**src/rtl/cmn_bin2onehot_acc.sv**
```systemverilog
`default_nettype none
// ============================================================================
//  Module   : cmn_bin2onehot_acc
//  Purpose  : Registered multi-channel binary-to-one-hot / thermometer
//             decoder with a valid/ready output stage and a sticky
//             accumulated one-hot mask.
//
//  Ports    : clk, rst      - clock, asynchronous active-high reset
//             in_valid      - per-channel index valid      [NUM_CH]
//             in_bin        - packed channel indices       [NUM_CH*BIN_WIDTH]
//             in_mode       - 0 = one-hot, 1 = thermometer
//             in_ready      - a beat can be accepted this cycle
//             acc_clr       - clear the accumulated mask
//             out_valid     - out_vec/out_err hold a result
//             out_ready     - consumer takes the result
//             out_vec       - merged decode of the accepted beat
//             out_err       - a valid channel of the beat was out of range
//             acc_mask      - sticky OR of one-hot decodes since clear/reset
//             acc_full      - every acc_mask bit is set
//
//  Revision : 1.0 - initial release
// ============================================================================
module cmn_bin2onehot_acc #(
    parameter int BIN_WIDTH    = 5,
    parameter int ONEHOT_WIDTH = 32,
    parameter int NUM_CH       = 2
) (
    input  logic                          clk,
    input  logic                          rst,
    input  logic [NUM_CH-1:0]             in_valid,
    input  logic [NUM_CH*BIN_WIDTH-1:0]   in_bin,
    input  logic                          in_mode,
    output logic                          in_ready,
    input  logic                          acc_clr,
    output logic                          out_valid,
    input  logic                          out_ready,
    output logic [ONEHOT_WIDTH-1:0]       out_vec,
    output logic                          out_err,
    output logic [ONEHOT_WIDTH-1:0]       acc_mask,
    output logic                          acc_full
);

    localparam int unsigned c_OH_W = ONEHOT_WIDTH;

    // Indices are widened to 32 bits before comparing so that the range
    // check also works when ONEHOT_WIDTH == 2**BIN_WIDTH (every index legal).
    function automatic logic f_in_range(input logic [BIN_WIDTH-1:0] b);
        return (32'(b) < c_OH_W);
    endfunction

    function automatic logic [ONEHOT_WIDTH-1:0] f_onehot(input logic [BIN_WIDTH-1:0] b);
        logic [ONEHOT_WIDTH-1:0] r;
        for (int i = 0; i < ONEHOT_WIDTH; i++) begin
            r[i] = (32'(b) == 32'(i));
        end
        return r;
    endfunction

    function automatic logic [ONEHOT_WIDTH-1:0] f_therm(input logic [BIN_WIDTH-1:0] b);
        logic [ONEHOT_WIDTH-1:0] r;
        for (int i = 0; i < ONEHOT_WIDTH; i++) begin
            r[i] = (32'(i) <= 32'(b));
        end
        return r;
    endfunction

    logic [ONEHOT_WIDTH-1:0] r_out_vec;
    logic                    r_out_err;
    logic                    r_out_valid;
    logic [ONEHOT_WIDTH-1:0] r_acc_mask;

    logic [ONEHOT_WIDTH-1:0] w_merge_vec;   // per in_mode, goes to out_vec
    logic [ONEHOT_WIDTH-1:0] w_merge_oh;    // always one-hot, feeds acc_mask
    logic                    w_merge_err;
    logic                    w_accept;

    // Merge all channels of the beat. Invalid channels are skipped entirely,
    // so their in_bin value can never raise an error; out-of-range valid
    // channels contribute nothing but the error flag.
    always_comb begin
        w_merge_vec = '0;
        w_merge_oh  = '0;
        w_merge_err = 1'b0;
        for (int c = 0; c < NUM_CH; c++) begin
            if (in_valid[c]) begin
                if (f_in_range(in_bin[c*BIN_WIDTH +: BIN_WIDTH])) begin
                    w_merge_oh  = w_merge_oh | f_onehot(in_bin[c*BIN_WIDTH +: BIN_WIDTH]);
                    w_merge_vec = w_merge_vec |
                                  (in_mode ? f_therm(in_bin[c*BIN_WIDTH +: BIN_WIDTH])
                                           : f_onehot(in_bin[c*BIN_WIDTH +: BIN_WIDTH]));
                end else begin
                    w_merge_err = 1'b1;
                end
            end
        end
    end

    assign in_ready = !r_out_valid || out_ready;
    assign w_accept = (|in_valid) && in_ready;

    always_ff @(posedge clk or posedge rst) begin
        if (rst) begin
            r_out_valid <= 1'b0;
            r_out_vec   <= '0;
            r_out_err   <= 1'b0;
        end else if (w_accept) begin
            r_out_valid <= 1'b1;
            r_out_vec   <= w_merge_vec;
            r_out_err   <= w_merge_err;
        end else if (out_ready) begin
            r_out_valid <= 1'b0;
        end
    end

    // Clear takes priority over the held value but not over the new beat,
    // so a clear coinciding with an accept leaves exactly that beat's bits.
    always_ff @(posedge clk or posedge rst) begin
        if (rst) begin
            r_acc_mask <= '0;
        end else begin
            r_acc_mask <= (acc_clr ? '0 : r_acc_mask) | (w_accept ? w_merge_oh : '0);
        end
    end

    assign out_valid = r_out_valid;
    assign out_vec   = r_out_vec;
    assign out_err   = r_out_err;
    assign acc_mask  = r_acc_mask;
    assign acc_full  = &r_acc_mask;

endmodule
`default_nettype wire

```
**config.mk**
```make
export PLATFORM = sky130hd
export DESIGN_NAME = cmn_bin2onehot_acc
export DESIGN_NICKNAME = d
export VERILOG_FILES = /design/src/rtl/cmn_bin2onehot_acc.sv
export SDC_FILE = /design/constraint.sdc
export NUM_CORES = 1
export LEC_CHECK = 0
export BUFFER_PORTS_ARGS = -buffer_cell sky130_fd_sc_hd__buf_2
export CORE_UTILIZATION = 49
export DETAILED_ROUTE_END_ITERATION = 6
export PLACE_DENSITY = 0.73
export SKIP_CTS_REPAIR_TIMING = 1
export SLEW_MARGIN = 20
export SYNTH_ARGS = -nofsm -noshare
export SYNTH_HDL_FRONTEND = slang
export SYNTH_SLANG_ARGS = --single-unit
```
**constraint.sdc**
```tcl
create_clock -name clk -period 2.14 [get_ports clk]
set_clock_uncertainty 0.05 [all_clocks]
set_input_delay 0.321 -clock clk [delete_from_list [all_inputs] [get_ports clk]]
set_output_delay 0.321 -clock clk [all_outputs]
set_load 0.02 [all_outputs]
```
-- Word-level counts from Yosys, hierarchy flattened
Cells that the tools add are included.
- memories: 0
- bits in writable memories: 0
- output and inout port bits: 68
- bits in latches: 0
- flip-flop bits (word level): 65
- bits of input ports: 17
- logic and storage cells: 148
- bits in read-only memories: 0
- reduce and logical (&&, ||, !) cells: 8
- divide/modulo/power cells: 0
- equality and inequality tests: 62
- multiply operators: 0
- add/sub/neg operators: 0
- shifts and indexed selects: 0
- bitwise operators: 3
- order comparisons: 62
- mux-type cells: 10
- operator list (operator ; count):
    $mux W32 ; 8
    $eq A5 B5 Y1 const B ; 32
    $le A5 B5 Y1 const A ; 32
    $or A32 B32 Y32 ; 3
    $eq A5 B4 Y1 const B ; 16
    $le A4 B5 Y1 const A ; 16
    $eq A5 B3 Y1 const B ; 8
    $le A3 B5 Y1 const A ; 8
    $reduce_and A32 Y1 ; 1
    $eq A5 B2 Y1 const B ; 4
    $le A2 B5 Y1 const A ; 4
    $eq A5 B1 Y1 const B ; 2
    $le A1 B5 Y1 const A ; 2
    $logic_not A5 Y1 ; 2
    $mux W1 ; 2
    $reduce_bool A2 Y1 ; 1
    $reduce_or A2 Y1 ; 1
    $logic_and A1 B1 Y1 ; 1
    $logic_not A1 Y1 ; 1
    $logic_or A1 B1 Y1 ; 1

-- Longest topological paths before layout
Gate-level depths: netlist (run 1).
- depth after elaboration: 6
- mapped depth: 6
- depth with buffers taken out: 4

-- Worst setup path after synthesis (run 1)
Ideal clock, no wire load.
- path kind: register to output
- start point: reg r_acc_mask[6] (netlist: acc_mask[6])
- end point: out acc_full
- data arrival time: 1.379 ns
- setup slack: 0.390 ns
- required time: 1.769 ns
- buffers on the path: 0
- stages on the path, launching flop included: 4
- cells stage by stage: dfrtp_1 -> nand4_1 -> or4_1 -> nor2_1
- cells in the longest elaborated chain, start to end: 1
- ends and longest elaborated chain (what ; RTL line ; text):
    from (decl) ; 70 ; logic [ONEHOT_WIDTH-1:0] r_acc_mask;
    from (signal assigned) ; 121 ; r_acc_mask <= (acc_clr ? '0 : r_acc_mask) | (w_accept ? w_merge_oh : '0);
    $reduce_and A32 Y1 ; 129 ; assign acc_full = &r_acc_mask;
    to (decl) ; 40 ; output logic acc_full
Every way passes these cells.

-- Final worst setup path (run 1)
- start point: reg r_acc_mask[18] (netlist: acc_mask[18])
- end point: out acc_full
The elaborated chain is that of the path after synthesis.

==> results of run 1 <==
-- cells by family (layout without fill, tap and decap cells) --
kind of cell | count (synthesis) | in the layout | share of synthesized area (%)
other | 1 | 1 | 0.09836
buffers and inverters | 57 | 130 | 8.369
AND/OR/NAND/NOR | 156 | 156 | 22.45
flip-flops | 65 | 65 | 42.66
AO/OA/AOI/OAI | 138 | 138 | 25.63
multiplexers | 3 | 3 | 0.7877
-- worst max-delay path: cells and delay by family (launching register included) --
kind                   cells  cell delay, ns
buffers and inverters      1            0.14
flip-flops                 1            0.38
AND/OR/NAND/NOR            3            0.80
-- cell usage in the layout (no fill, tap or decap), drive strengths merged, types with 3 or more instances in the layout --
cell type and instances:
clkbuf 10, o22ai 12, nor2 45, buf 97
a32o 4, clkinv 3, nor3 10, a41oi 3
o22a 6, or2 6, a31oi 11, inv 17
o21ai 22, o32a 11, nor2b 5, and2 5
nand3 10, nand4b 5, a21oi 27, nand4 13
o2bb2ai 17, nand2b 9, mux2i 3, nand2 34
and4bb 3, o21a 4, a22o 4, dfrtp 65
a22oi 3
-- per-layer routing --
layer	up-vias	global-route usage [%]	wire length (um)
li1	1702	-	-
met1	1845	42.56	5255
met2	203	47.52	5812
met3	34	3.976	843
met4	0	10.75	326
met5	-	0	0
-- synth_stat cells (3+ instances only) --
master / number
nand4b_1: 4
and4bb_1: 3
a22oi_1: 3
a31oi_1: 11
buf_4: 13
nand2b_1: 9
a22o_1: 4
buf_2: 15
o32a_1: 11
nand4_1: 12
o2bb2ai_1: 17
dfrtp_1: 65
buf_6: 5
nor2_1: 43
nor2b_1: 5
o21a_1: 4
or2_1: 3
a32o_1: 4
mux2i_1: 3
nand3_1: 9
and2_1: 5
inv_1: 16
clkbuf_1: 8
o22a_1: 6
nand2_1: 34
nor3_1: 8
o21ai_1: 6
o21ai_0: 16
a21oi_1: 27
o22ai_1: 12
-- power groups by stage --
stage	clock (uW)	sequential (uW)	combinational, uW
final	1170	1390	718
after detailed placement	0	1410	704
after global placement	0	1410	702
after CTS	1190	1390	709
after floorplan	0	1540	362
after global routing	1240	1400	770
-- registers in the layout (all words and copies together), names as in the netlist --
signal,count
out_vec,32
out_valid,1
acc_mask,32
-- per-stage QoR --
stage	hold WS [ns]	power, uW	utilization, %
final	0.2693	3278	60.56
after global routing	0.2822	3408	60.56
after CTS	-0.04360	3289	60.14
after detailed placement	0.3313	2116	57.16
after global placement	0.3252	2110	57.16
after floorplan	0.5392	1900	-
-- how the worst min path moves through the flow --
stage / startpoint / endpoint / cells past startpoint
final: out_ready / out_valid / 3
after global routing: acc_clr / acc_mask[3] / 2
after CTS: rst / acc_mask[13] / 2
after detailed placement: rst / acc_mask[13] / 2
after global placement: rst / acc_mask[13] / 2
after floorplan: in_bin[3] / out_vec[18] / 3
-- final cells by class --
type,instances,area [sq um]
clock buffers,10,127.6
flip-flops and latches,65,1627
inverters,16,60.06
fillers,669,2907
repair buffers,98,558.0
clock inverters,6,91.34
well taps,99,123.9
multi-input cells,298,1876
==> impl_metrics.xml, run 1 <==
<?xml version="1.0" encoding="UTF-8"?>
<metrics>
  <group name="global_routing">
    <metric name="grt_start_max_net_pins" unit="">44</metric>
    <metric name="grt.total_usage" unit="%">30.13</metric>
    <metric name="grt_pass1_wl" unit="um">18930</metric>
    <metric name="number_of_antenna_violations_at_the_first_check_in_global_routing" unit="">0</metric>
    <metric name="global_route.overflow_total" unit="">0</metric>
    <metric name="grt_pass1_vias" unit="">3428</metric>
  </group>
  <group name="yosys">
    <metric name="synth_top_cells_by_area" unit="">dfrtp_1 (43%), nor2_1 (4.2%), o2bb2ai_1 (3.9%)</metric>
    <metric name="synth_seq_cells" unit="">65</metric>
    <metric name="yosys.area.top_type" unit="">dfrtp_1</metric>
    <metric name="yosys_warnings" unit="">0</metric>
    <metric name="synth.yosys.seq_area_share" unit="%">42.66</metric>
    <metric name="post_synth.cell_area_avg" unit="sq um">9.077</metric>
    <metric name="synthDominantCellAreaShare" unit="%">42.66</metric>
    <metric name="netlist_area" unit="sq um">3812</metric>
    <metric name="post_synth_inst_count" unit="">420</metric>
    <metric name="ys_async_sr_fraction" unit="%">100.0</metric>
    <metric name="syn-num-nets" unit="">437</metric>
    <metric name="yosys.cell_types.count" unit="">57</metric>
    <metric name="synth_edf_count" unit="">0</metric>
    <metric name="post_synth_top_flop" unit="">dfrtp_1</metric>
  </group>
  <group name="timing">
    <metric name="timing.slew.headroom" unit="%">59.64</metric>
    <metric name="pins_over_slew_limit" unit="">0</metric>
    <metric name="hold_viol" unit="">0</metric>
    <metric name="post-route-min-period" unit="ns">2.033</metric>
    <metric name="max_freq" unit="MHz">491.8</metric>
    <metric name="setup_total_negative_slack" unit="ns">0</metric>
    <metric name="min_period_over_period" unit="%">95.02</metric>
    <metric name="unrepaired_setup_endpoints_after_global_routing" unit="">false</metric>
    <metric name="final_critical_path_setup_slack" unit="ns">0.1065</metric>
    <metric name="setup_violations" unit="">0</metric>
    <metric name="worstMarginPinSlew" unit="ns">0.5999</metric>
  </group>
  <group name="clock_network">
    <metric name="tritoncts.num_buffers" unit="">9</metric>
    <metric name="clk_path_buf_depth" unit="">2</metric>
    <metric name="tritoncts" unit="">yes</metric>
    <metric name="clk-insertion-delay-late" unit="ns">0.34</metric>
    <metric name="worst_setup_hold_path_clk_slew" unit="ns">0.08</metric>
    <metric name="cts_sinks" unit="">65</metric>
    <metric name="cts_root_buf" unit="">clkbuf_8</metric>
    <metric name="h-tree-depth" unit="">3</metric>
  </group>
  <group name="placed_design">
    <metric name="gp_congestion" unit="">0.9619</metric>
    <metric name="place_area" unit="sq um">4213</metric>
    <metric name="place.port_buffers" unit="">83</metric>
    <metric name="place_ws" unit="ns">0.2897</metric>
    <metric name="place.detailed.hpwl" unit="um">8739</metric>
    <metric name="placed_cells" unit="">573</metric>
  </group>
  <group name="power">
    <metric name="combinationalPowerShare" unit="%">21.9</metric>
    <metric name="powerDensity" unit="nW/um^2">734.4</metric>
    <metric name="net-switching-power" unit="uW">1050</metric>
    <metric name="max-vdd-ir-drop" unit="V">0.0004213</metric>
    <metric name="p_leak" unit="uW">0.001985</metric>
    <metric name="seq_power_share" unit="%">42.3</metric>
    <metric name="power_frac_clock" unit="%">35.8</metric>
    <metric name="power.internal" unit="uW">2227</metric>
    <metric name="netSwitchingFraction" unit="%">32.04</metric>
  </group>
  <group name="floorplanning">
    <metric name="initial_core_utilization" unit="%">51.73</metric>
    <metric name="placeableCoreArea" unit="sq um">7370</metric>
    <metric name="core.rowCount" unit="">31</metric>
    <metric name="die_height" unit="um">90.21</metric>
    <metric name="number_of_top_level_pins" unit="">85</metric>
    <metric name="fp.dieW" unit="um">90.21</metric>
    <metric name="dieArea" unit="sq um">8137</metric>
  </group>
  <group name="route">
    <metric name="total_length_of_routed_wires" unit="um">12240</metric>
    <metric name="drt-vias-per-instance" unit="">6.392</metric>
    <metric name="route.detailed.drc" unit="">0</metric>
    <metric name="vias" unit="">3784</metric>
    <metric name="route.detailed.wl_per_inst" unit="um">20.67</metric>
    <metric name="drt_pass1_iterations" unit="">5</metric>
    <metric name="initialDrtViolationCount" unit="">335</metric>
    <metric name="antenna_violating_nets_post_route" unit="">0</metric>
  </group>
  <group name="setup_path">
    <metric name="slowest_delay" unit="ns">0.56</metric>
    <metric name="worst_setup_path_startpoint" unit="">acc_mask[18]</metric>
    <metric name="r2r_cells" unit="">5</metric>
    <metric name="ff2ff_setup_slack" unit="ns">0.51</metric>
    <metric name="crit_path_max_fanout" unit="">3</metric>
    <metric name="worstReg2RegStart" unit="">out_valid</metric>
    <metric name="crit_path_end" unit="">acc_full</metric>
    <metric name="path_cells" unit="">nand4_1 -&gt; or4_4 -&gt; nor2_1 -&gt; buf_4</metric>
    <metric name="critical_path_required" unit="ns">1.77</metric>
    <metric name="r2r-end" unit="">out_vec[5]</metric>
    <metric name="worst-setup-path-type" unit="">register to output pin</metric>
    <metric name="endpoint_kind" unit="">output pin</metric>
    <metric name="arrival" unit="ns">1.66</metric>
    <metric name="timing.critical_path.from_type" unit="">register</metric>
    <metric name="cp_slowest_cell" unit="">or4_4</metric>
  </group>
  <group name="layout">
    <metric name="insertedDiodeCount" unit="">0</metric>
    <metric name="post_route_cells_drive_above_1_share" unit="%">25.96</metric>
    <metric name="design.final.nets" unit="">505</metric>
    <metric name="layout.cells.non_filler" unit="">592</metric>
    <metric name="finish.instance_area" unit="sq um">4463</metric>
    <metric name="syn2layout_area_growth" unit="%">17.07</metric>
  </group>
  <group name="hold_path">
    <metric name="hold_path.class" unit="">input port to register</metric>
  </group>
  <group name="flow_run">
    <metric name="drv.max_cap_violation_count" unit="">0</metric>
  </group>
  <group name="outcome">
    <metric name="outcome" unit="">completed</metric>
  </group>
</metrics>
No activity file was read; power rests on OpenSTA's default activity.
==> run 2: changes to the inputs <==
Settings changed: ABC_AREA from default to 1, CORE_ASPECT_RATIO from default to 0.9, HOLD_SLACK_MARGIN from default to 0.02.
==> run 2 against run 1 <==
Against the previous run:
- synthesized cell count is 39% higher
- worst setup slack better by 0.24 ns
- critical endpoint unchanged
- synthesized area is 1.4% higher
==> impl_metrics.xml, run 2 <==
<?xml version="1.0" encoding="UTF-8"?>
<metrics>
  <group name="outcome">
    <metric name="outcome" unit="">completed</metric>
  </group>
  <group name="setup_path">
    <metric name="arrival" unit="ns">1.42</metric>
    <metric name="crit_path_max_fanout" unit="">3</metric>
    <metric name="worst-setup-path-type" unit="">register to output pin</metric>
    <metric name="critical_path_required" unit="ns">1.77</metric>
    <metric name="worstReg2RegStart" unit="">out_valid</metric>
    <metric name="path_cells" unit="">nand4_1 -&gt; nor2_1 -&gt; nand2_1 -&gt; nor2_1 -&gt; buf_2</metric>
    <metric name="cp_slowest_cell" unit="">dfrtp_1</metric>
    <metric name="r2r_cells" unit="">7</metric>
    <metric name="timing.critical_path.from_type" unit="">register</metric>
    <metric name="endpoint_kind" unit="">output pin</metric>
    <metric name="ff2ff_setup_slack" unit="ns">0.60</metric>
    <metric name="cell_repeated_most_along_the_worst_path" unit="">nor2_1</metric>
    <metric name="slowest_delay" unit="ns">0.38</metric>
    <metric name="r2r-end" unit="">out_vec[28]</metric>
  </group>
  <group name="timing">
    <metric name="max_freq" unit="MHz">558.8</metric>
    <metric name="setup_total_negative_slack" unit="ns">0</metric>
    <metric name="min_period_over_period" unit="%">83.62</metric>
    <metric name="timing.slew.headroom" unit="%">55.57</metric>
    <metric name="final_critical_path_setup_slack" unit="ns">0.3505</metric>
    <metric name="setup_violations" unit="">0</metric>
    <metric name="pins_over_slew_limit" unit="">0</metric>
    <metric name="worstMarginPinSlew" unit="ns">0.6654</metric>
    <metric name="post-route-min-period" unit="ns">1.789</metric>
    <metric name="hold_viol" unit="">0</metric>
    <metric name="unrepaired_setup_endpoints_after_global_routing" unit="">false</metric>
  </group>
  <group name="layout">
    <metric name="design.final.nets" unit="">680</metric>
    <metric name="syn2layout_area_growth" unit="%">17.93</metric>
    <metric name="final.fill_count" unit="">767</metric>
    <metric name="mostFrequentLayoutCells" unit="">nand2_1 (246), buf_2 (83), nor2_1 (70), dfrtp_1 (65), nand3_1 (53)</metric>
    <metric name="final_common_cell" unit="">nand2_1</metric>
    <metric name="layout.cells.non_filler" unit="">764</metric>
    <metric name="seqCellArea" unit="sq um">1627</metric>
    <metric name="multi_input_area" unit="sq um">1944</metric>
    <metric name="insertedDiodeCount" unit="">0</metric>
    <metric name="post_route_cells_drive_above_1_share" unit="%">19.01</metric>
  </group>
  <group name="clock_network">
    <metric name="cts_root_buf" unit="">clkbuf_8</metric>
    <metric name="tritoncts" unit="">yes</metric>
    <metric name="clk-insertion-delay-late" unit="ns">0.35</metric>
    <metric name="worst_setup_hold_path_clk_slew" unit="ns">0.08</metric>
    <metric name="clk_path_buf_depth" unit="">2</metric>
    <metric name="tritoncts.num_buffers" unit="">9</metric>
    <metric name="cts_sinks" unit="">65</metric>
    <metric name="h-tree-depth" unit="">3</metric>
  </group>
  <group name="route">
    <metric name="vias" unit="">4318</metric>
    <metric name="drt_pass1_iterations" unit="">6</metric>
    <metric name="antenna_violating_nets_post_route" unit="">0</metric>
    <metric name="drt-vias-per-instance" unit="">5.652</metric>
    <metric name="route.detailed.drc" unit="">0</metric>
    <metric name="total_length_of_routed_wires" unit="um">13160</metric>
    <metric name="initialDrtViolationCount" unit="">377</metric>
    <metric name="route.detailed.wl_per_inst" unit="um">17.22</metric>
  </group>
  <group name="floorplanning">
    <metric name="dieArea" unit="sq um">8247</metric>
    <metric name="fp.dieW" unit="um">95.62</metric>
    <metric name="number_of_top_level_pins" unit="">85</metric>
    <metric name="core.rowCount" unit="">30</metric>
    <metric name="die_height" unit="um">86.26</metric>
    <metric name="placeableCoreArea" unit="sq um">7582</metric>
    <metric name="initial_core_utilization" unit="%">50.97</metric>
  </group>
  <group name="yosys">
    <metric name="synth.yosys.seq_area_share" unit="%">42.08</metric>
    <metric name="yosys.cell_types.count" unit="">25</metric>
    <metric name="synth_seq_cells" unit="">65</metric>
    <metric name="yosys_warnings" unit="">0</metric>
    <metric name="ys_top_cells_by_count" unit="">nand2_1 (246), nor2_1 (70), dfrtp_1 (65)</metric>
    <metric name="ys_async_sr_fraction" unit="%">100.0</metric>
    <metric name="syn-num-nets" unit="">601</metric>
    <metric name="yosys.area.top_type" unit="">dfrtp_1</metric>
    <metric name="post_synth_top_flop" unit="">dfrtp_1</metric>
    <metric name="post_synth.cell_area_avg" unit="sq um">6.618</metric>
    <metric name="synth_edf_count" unit="">0</metric>
    <metric name="synthDominantCellAreaShare" unit="%">42.08</metric>
    <metric name="yosysMostFrequentCell" unit="">nand2_1</metric>
    <metric name="synth_top_cells_by_area" unit="">dfrtp_1 (42%), nand2_1 (24%), nand3_1 (6.9%)</metric>
    <metric name="post_synth_inst_count" unit="">584</metric>
    <metric name="netlist_area" unit="sq um">3865</metric>
  </group>
  <group name="placed_design">
    <metric name="gp_congestion" unit="">0.9972</metric>
    <metric name="place_ws" unit="ns">0.3848</metric>
    <metric name="place.detailed.hpwl" unit="um">10020</metric>
    <metric name="place.port_buffers" unit="">83</metric>
    <metric name="placed_cells" unit="">748</metric>
  </group>
  <group name="power">
    <metric name="combinationalPowerShare" unit="%">21.6</metric>
    <metric name="max-vdd-ir-drop" unit="V">0.0003481</metric>
    <metric name="powerDensity" unit="nW/um^2">730.1</metric>
    <metric name="power_frac_clock" unit="%">36.8</metric>
    <metric name="p_leak" unit="uW">0.002646</metric>
    <metric name="power.internal" unit="uW">2225</metric>
    <metric name="seq_power_share" unit="%">41.6</metric>
    <metric name="net-switching-power" unit="uW">1102</metric>
    <metric name="netSwitchingFraction" unit="%">33.13</metric>
  </group>
  <group name="global_routing">
    <metric name="grt.total_usage" unit="%">34.10</metric>
    <metric name="number_of_antenna_violations_at_the_first_check_in_global_routing" unit="">0</metric>
    <metric name="grt_pass1_wl" unit="um">20750</metric>
    <metric name="global_route.overflow_total" unit="">0</metric>
    <metric name="grt_start_max_net_pins" unit="">42</metric>
    <metric name="grt_pass1_vias" unit="">3911</metric>
  </group>
  <group name="hold_path">
    <metric name="hold_path.class" unit="">input port to async pin</metric>
  </group>
  <group name="flow_run">
    <metric name="drv.max_cap_violation_count" unit="">0</metric>
  </group>
</metrics>
-- run 2: metrics by stage --
| step | utilization, % | power (uW) | hold WS, ns | cell area, sq um |
|---|---|---|---|---|
| finish | 60.12 | 3328 | 0.004393 | 4558 |
| global route | 60.12 | 3487 | 0.05835 | 4558 |
| CTS | 60.12 | 3342 | 0.01235 | 4558 |
| detailed placement | 57.11 | 2115 | 0.3903 | 4330 |
| global placement | 57.11 | 2113 | 0.3745 | 4330 |
| floorplan | - | 1880 | 0.5254 | 3865 |
-- run 2: cell type report --
cell class	instances	share of cell area, %
multi-input cells	455	42.66
flip-flops and latches	65	35.68
repair buffers	89	10.38
inverters	43	3.651
clock buffers	11	3.102
well taps	96	2.635
clock inverters	5	1.894
-- run 2: kinds of logic (layout without fill, tap and decap cells) --
logic type	Yosys count	after routing	synth area share, %
AND/OR/NAND/NOR	403	403	43.06
buffers and inverters	64	148	7.608
multiplexers	2	2	0.5180
flip-flops	65	65	42.08
other	1	1	0.09703
AO/OA/AOI/OAI	49	49	6.637
-- run 2: critical path, delay by kind of cell, from the launching register on --
kind	cells	cell delay, ns
buffers and inverters	1	0.16
flip-flops	1	0.38
AND/OR/NAND/NOR	4	0.53
-- run 2: per-layer routing --
layer  track usage (%)  wire length [um]
met5                 0                 0
met4             12.89               365
met3             7.456              1147
met2             50.19              5672
met1             48.99              5971
-- run 2: power groups by stage --
stage                     Sequential (uW)  Clock, uW  Combinational, uW
after CTS                            1380       1250                712
after detailed placement             1410          0                710
after global routing                 1400       1300                788
after floorplan                      1530          0                347
after global placement               1400          0                710
final                                1380       1220                719
-- run 2: worst max-delay path by stage --
stage                            start          end  slack, ns
after floorplan                    rst  acc_mask[0]       0.14
after global placement       in_bin[7]  out_vec[26]       0.40
after detailed placement   in_valid[1]  out_vec[28]       0.38
after CTS                 acc_mask[10]     acc_full       0.37
after global routing      acc_mask[30]     acc_full       0.28
final                     acc_mask[30]     acc_full       0.35
==> run 3: changes to the inputs <==
Settings changed: ABC_AREA 1 to 0.
Clock period 2.14 ns to 1.85 ns, I/O delays scaled along.
==> run 3 against run 2 <==
Against the previous run:
- the run now ends with setup timing left
- sequential power rose by 17%
- design area rose by 2.2%
- combinational power rose by 23%
- sequential cell count did not move
- hold slack improved by 0.17 ns
- via count fell by 9.7%
- die area fell by 1.3%
- sequential share of layout area fell by 0.73 points
- core utilization rose by 1.6 points
- routed wire length rose by 0.19%
- non-clock buffer count rose by 37
- largest cell class unchanged
- highest routed layer unchanged
==> impl_metrics.xml, run 3 (synthesis gave the netlist of run 1 again) <==
<?xml version="1.0" encoding="UTF-8"?>
<metrics>
  <group name="outcome">
    <metric name="outcome" unit="">finished with violations</metric>
    <metric name="failed_checks" unit="">setup timing</metric>
  </group>
  <group name="hold_path">
    <metric name="whs_path_depth" unit="">2</metric>
    <metric name="min_delay_worst_endpoint" unit="">acc_mask[3]</metric>
    <metric name="worst_hold_startpoint" unit="">acc_clr</metric>
    <metric name="hold_path.class" unit="">input port to register</metric>
  </group>
  <group name="setup_path">
    <metric name="timing.critical_path.from_type" unit="">register</metric>
    <metric name="r2r-end" unit="">out_vec[23]</metric>
    <metric name="crit_path_max_fanout" unit="">3</metric>
    <metric name="worst-setup-path-type" unit="">register to output pin</metric>
    <metric name="r2r_cells" unit="">5</metric>
    <metric name="worstReg2RegStart" unit="">out_valid</metric>
    <metric name="arrival" unit="ns">1.66</metric>
    <metric name="ff2ff_setup_slack" unit="ns">0.32</metric>
    <metric name="endpoint_kind" unit="">output pin</metric>
    <metric name="critical_path_required" unit="ns">1.52</metric>
  </group>
  <group name="layout">
    <metric name="syn2layout_area_growth" unit="%">22.15</metric>
    <metric name="mostFrequentLayoutCells" unit="">buf_2 (82), dfrtp_1 (64), nor2_1 (43), buf_4 (41), nand2_1 (34)</metric>
    <metric name="final.fill_count" unit="">665</metric>
    <metric name="insertedDiodeCount" unit="">0</metric>
    <metric name="layout.cells.non_filler" unit="">617</metric>
    <metric name="post_route_cells_drive_above_1_share" unit="%">30.33</metric>
    <metric name="multi_input_area" unit="sq um">1876</metric>
    <metric name="design.final.nets" unit="">533</metric>
    <metric name="seqCellArea" unit="sq um">1628</metric>
    <metric name="final_core_util" unit="%">61.72</metric>
    <metric name="final_common_cell" unit="">buf_2</metric>
  </group>
  <group name="timing">
    <metric name="min_period_over_period" unit="%">107.6</metric>
    <metric name="pins_over_slew_limit" unit="">0</metric>
    <metric name="hold_viol" unit="">0</metric>
    <metric name="max_freq" unit="MHz">502.6</metric>
    <metric name="setup_total_negative_slack" unit="ns">-0.1397</metric>
    <metric name="unrepaired_setup_endpoints_after_global_routing" unit="">true</metric>
    <metric name="final_critical_path_setup_slack" unit="ns">-0.1397</metric>
    <metric name="post-route-min-period" unit="ns">1.990</metric>
    <metric name="setup_violations" unit="">1</metric>
  </group>
  <group name="clock_network">
    <metric name="tritoncts.num_buffers" unit="">9</metric>
    <metric name="h-tree-depth" unit="">3</metric>
    <metric name="cts_sinks" unit="">65</metric>
    <metric name="clk-insertion-delay-late" unit="ns">0.35</metric>
    <metric name="clk_path_buf_depth" unit="">2</metric>
    <metric name="tritoncts" unit="">yes</metric>
    <metric name="cts_root_buf" unit="">clkbuf_8</metric>
    <metric name="worst_setup_hold_path_clk_slew" unit="ns">0.08</metric>
  </group>
  <group name="global_routing">
    <metric name="global_route.overflow_total" unit="">0</metric>
    <metric name="number_of_antenna_violations_at_the_first_check_in_global_routing" unit="">0</metric>
    <metric name="grt_start_max_net_pins" unit="">66</metric>
    <metric name="grt_pass1_wl" unit="um">20540</metric>
    <metric name="grt.total_usage" unit="%">34.09</metric>
    <metric name="grt_pass1_vias" unit="">3601</metric>
  </group>
  <group name="floorplanning">
    <metric name="placeableCoreArea" unit="sq um">7545</metric>
    <metric name="fp.dieW" unit="um">94.98</metric>
    <metric name="die_height" unit="um">85.68</metric>
    <metric name="dieArea" unit="sq um">8138</metric>
    <metric name="number_of_top_level_pins" unit="">85</metric>
    <metric name="core.rowCount" unit="">30</metric>
    <metric name="initial_core_utilization" unit="%">50.53</metric>
  </group>
  <group name="power">
    <metric name="seq_power_share" unit="%">42.7</metric>
    <metric name="max-vdd-ir-drop" unit="V">0.0004491</metric>
    <metric name="power.internal" unit="uW">2479</metric>
    <metric name="powerDensity" unit="nW/um^2">807.1</metric>
    <metric name="p_leak" unit="uW">0.002105</metric>
    <metric name="power_frac_clock" unit="%">33.7</metric>
    <metric name="combinationalPowerShare" unit="%">23.6</metric>
    <metric name="totalPowerFinal" unit="uW">3759</metric>
    <metric name="net-switching-power" unit="uW">1280</metric>
    <metric name="netSwitchingFraction" unit="%">34.06</metric>
  </group>
  <group name="route">
    <metric name="route.detailed.drc" unit="">0</metric>
    <metric name="route.detailed.wl_per_inst" unit="um">21.36</metric>
    <metric name="initialDrtViolationCount" unit="">400</metric>
    <metric name="vias" unit="">3899</metric>
    <metric name="drt-vias-per-instance" unit="">6.319</metric>
    <metric name="antenna_violating_nets_post_route" unit="">0</metric>
    <metric name="total_length_of_routed_wires" unit="um">13180</metric>
    <metric name="drt_pass1_iterations" unit="">5</metric>
  </group>
  <group name="placed_design">
    <metric name="place.port_buffers" unit="">83</metric>
    <metric name="gp_congestion" unit="">0.9205</metric>
    <metric name="placed_cells" unit="">595</metric>
    <metric name="place_ws" unit="ns">0.06774</metric>
    <metric name="place.detailed.hpwl" unit="um">9570</metric>
  </group>
  <group name="flow_run">
    <metric name="drv.max_cap_violation_count" unit="">0</metric>
  </group>
</metrics>
[run 3: layout make-up]
type | instances | area share, %
clock buffers | 9 | 2.660
clock inverters | 7 | 1.666
flip-flops and latches | 65 | 34.95
multi-input cells | 298 | 40.27
inverters | 16 | 1.370
repair buffers | 126 | 16.50
well taps | 96 | 2.579
[run 3: power by group through the flow]
stage / Combinational (uW) / Clock [uW] / Sequential [uW]
after global placement: 866 / 0 / 1630
after detailed placement: 867 / 0 / 1630
after CTS: 871 / 1280 / 1610
after floorplan: 420 / 0 / 1780
after global routing: 956 / 1340 / 1620
final: 886 / 1270 / 1610
[run 3: worst max-delay path by stage]
| stage | slack [ns] | start | to | depth (start not counted) |
|---|---|---|---|---|
| floorplan | 0.14 | acc_mask[6] | acc_full | 3 |
| global placement | 0.09 | in_bin[0] | out_vec[20] | 5 |
| detailed placement | 0.07 | in_bin[1] | out_vec[20] | 5 |
| CTS | -0.24 | acc_mask[16] | acc_full | 4 |
| global route | -0.18 | acc_mask[26] | acc_full | 4 |
| finish | -0.14 | acc_mask[19] | acc_full | 4 |
[run 3: metrics by stage]
stage,instance area (sq um),hold WS [ns]
2_1_floorplan,3816,0.3652
6_report,4657,0.1754
3_3_place_gp,4400,0.3463
3_5_place_dp,4400,0.3520
4_1_cts,4602,-0.02724
5_1_grt,4657,0.2025
[run 3: worst max-delay path: stages, from the launching register on]
cell and delay [ns]:
dfrtp_1 0.38, nand4_1 0.11, or4_4 0.56, nor2_1 0.11, buf_4 0.15
[run 3: routing by layer]
metal	GRT usage [%]	part of all wire, %	wire length [um]	up-vias
met2	51.01	45	5968	254
met3	5.496	7.6	1002	35
li1	-	-	-	1752
met5	0	0	0	-
met1	49.18	45	5869	1858
met4	13.36	2.6	340	0
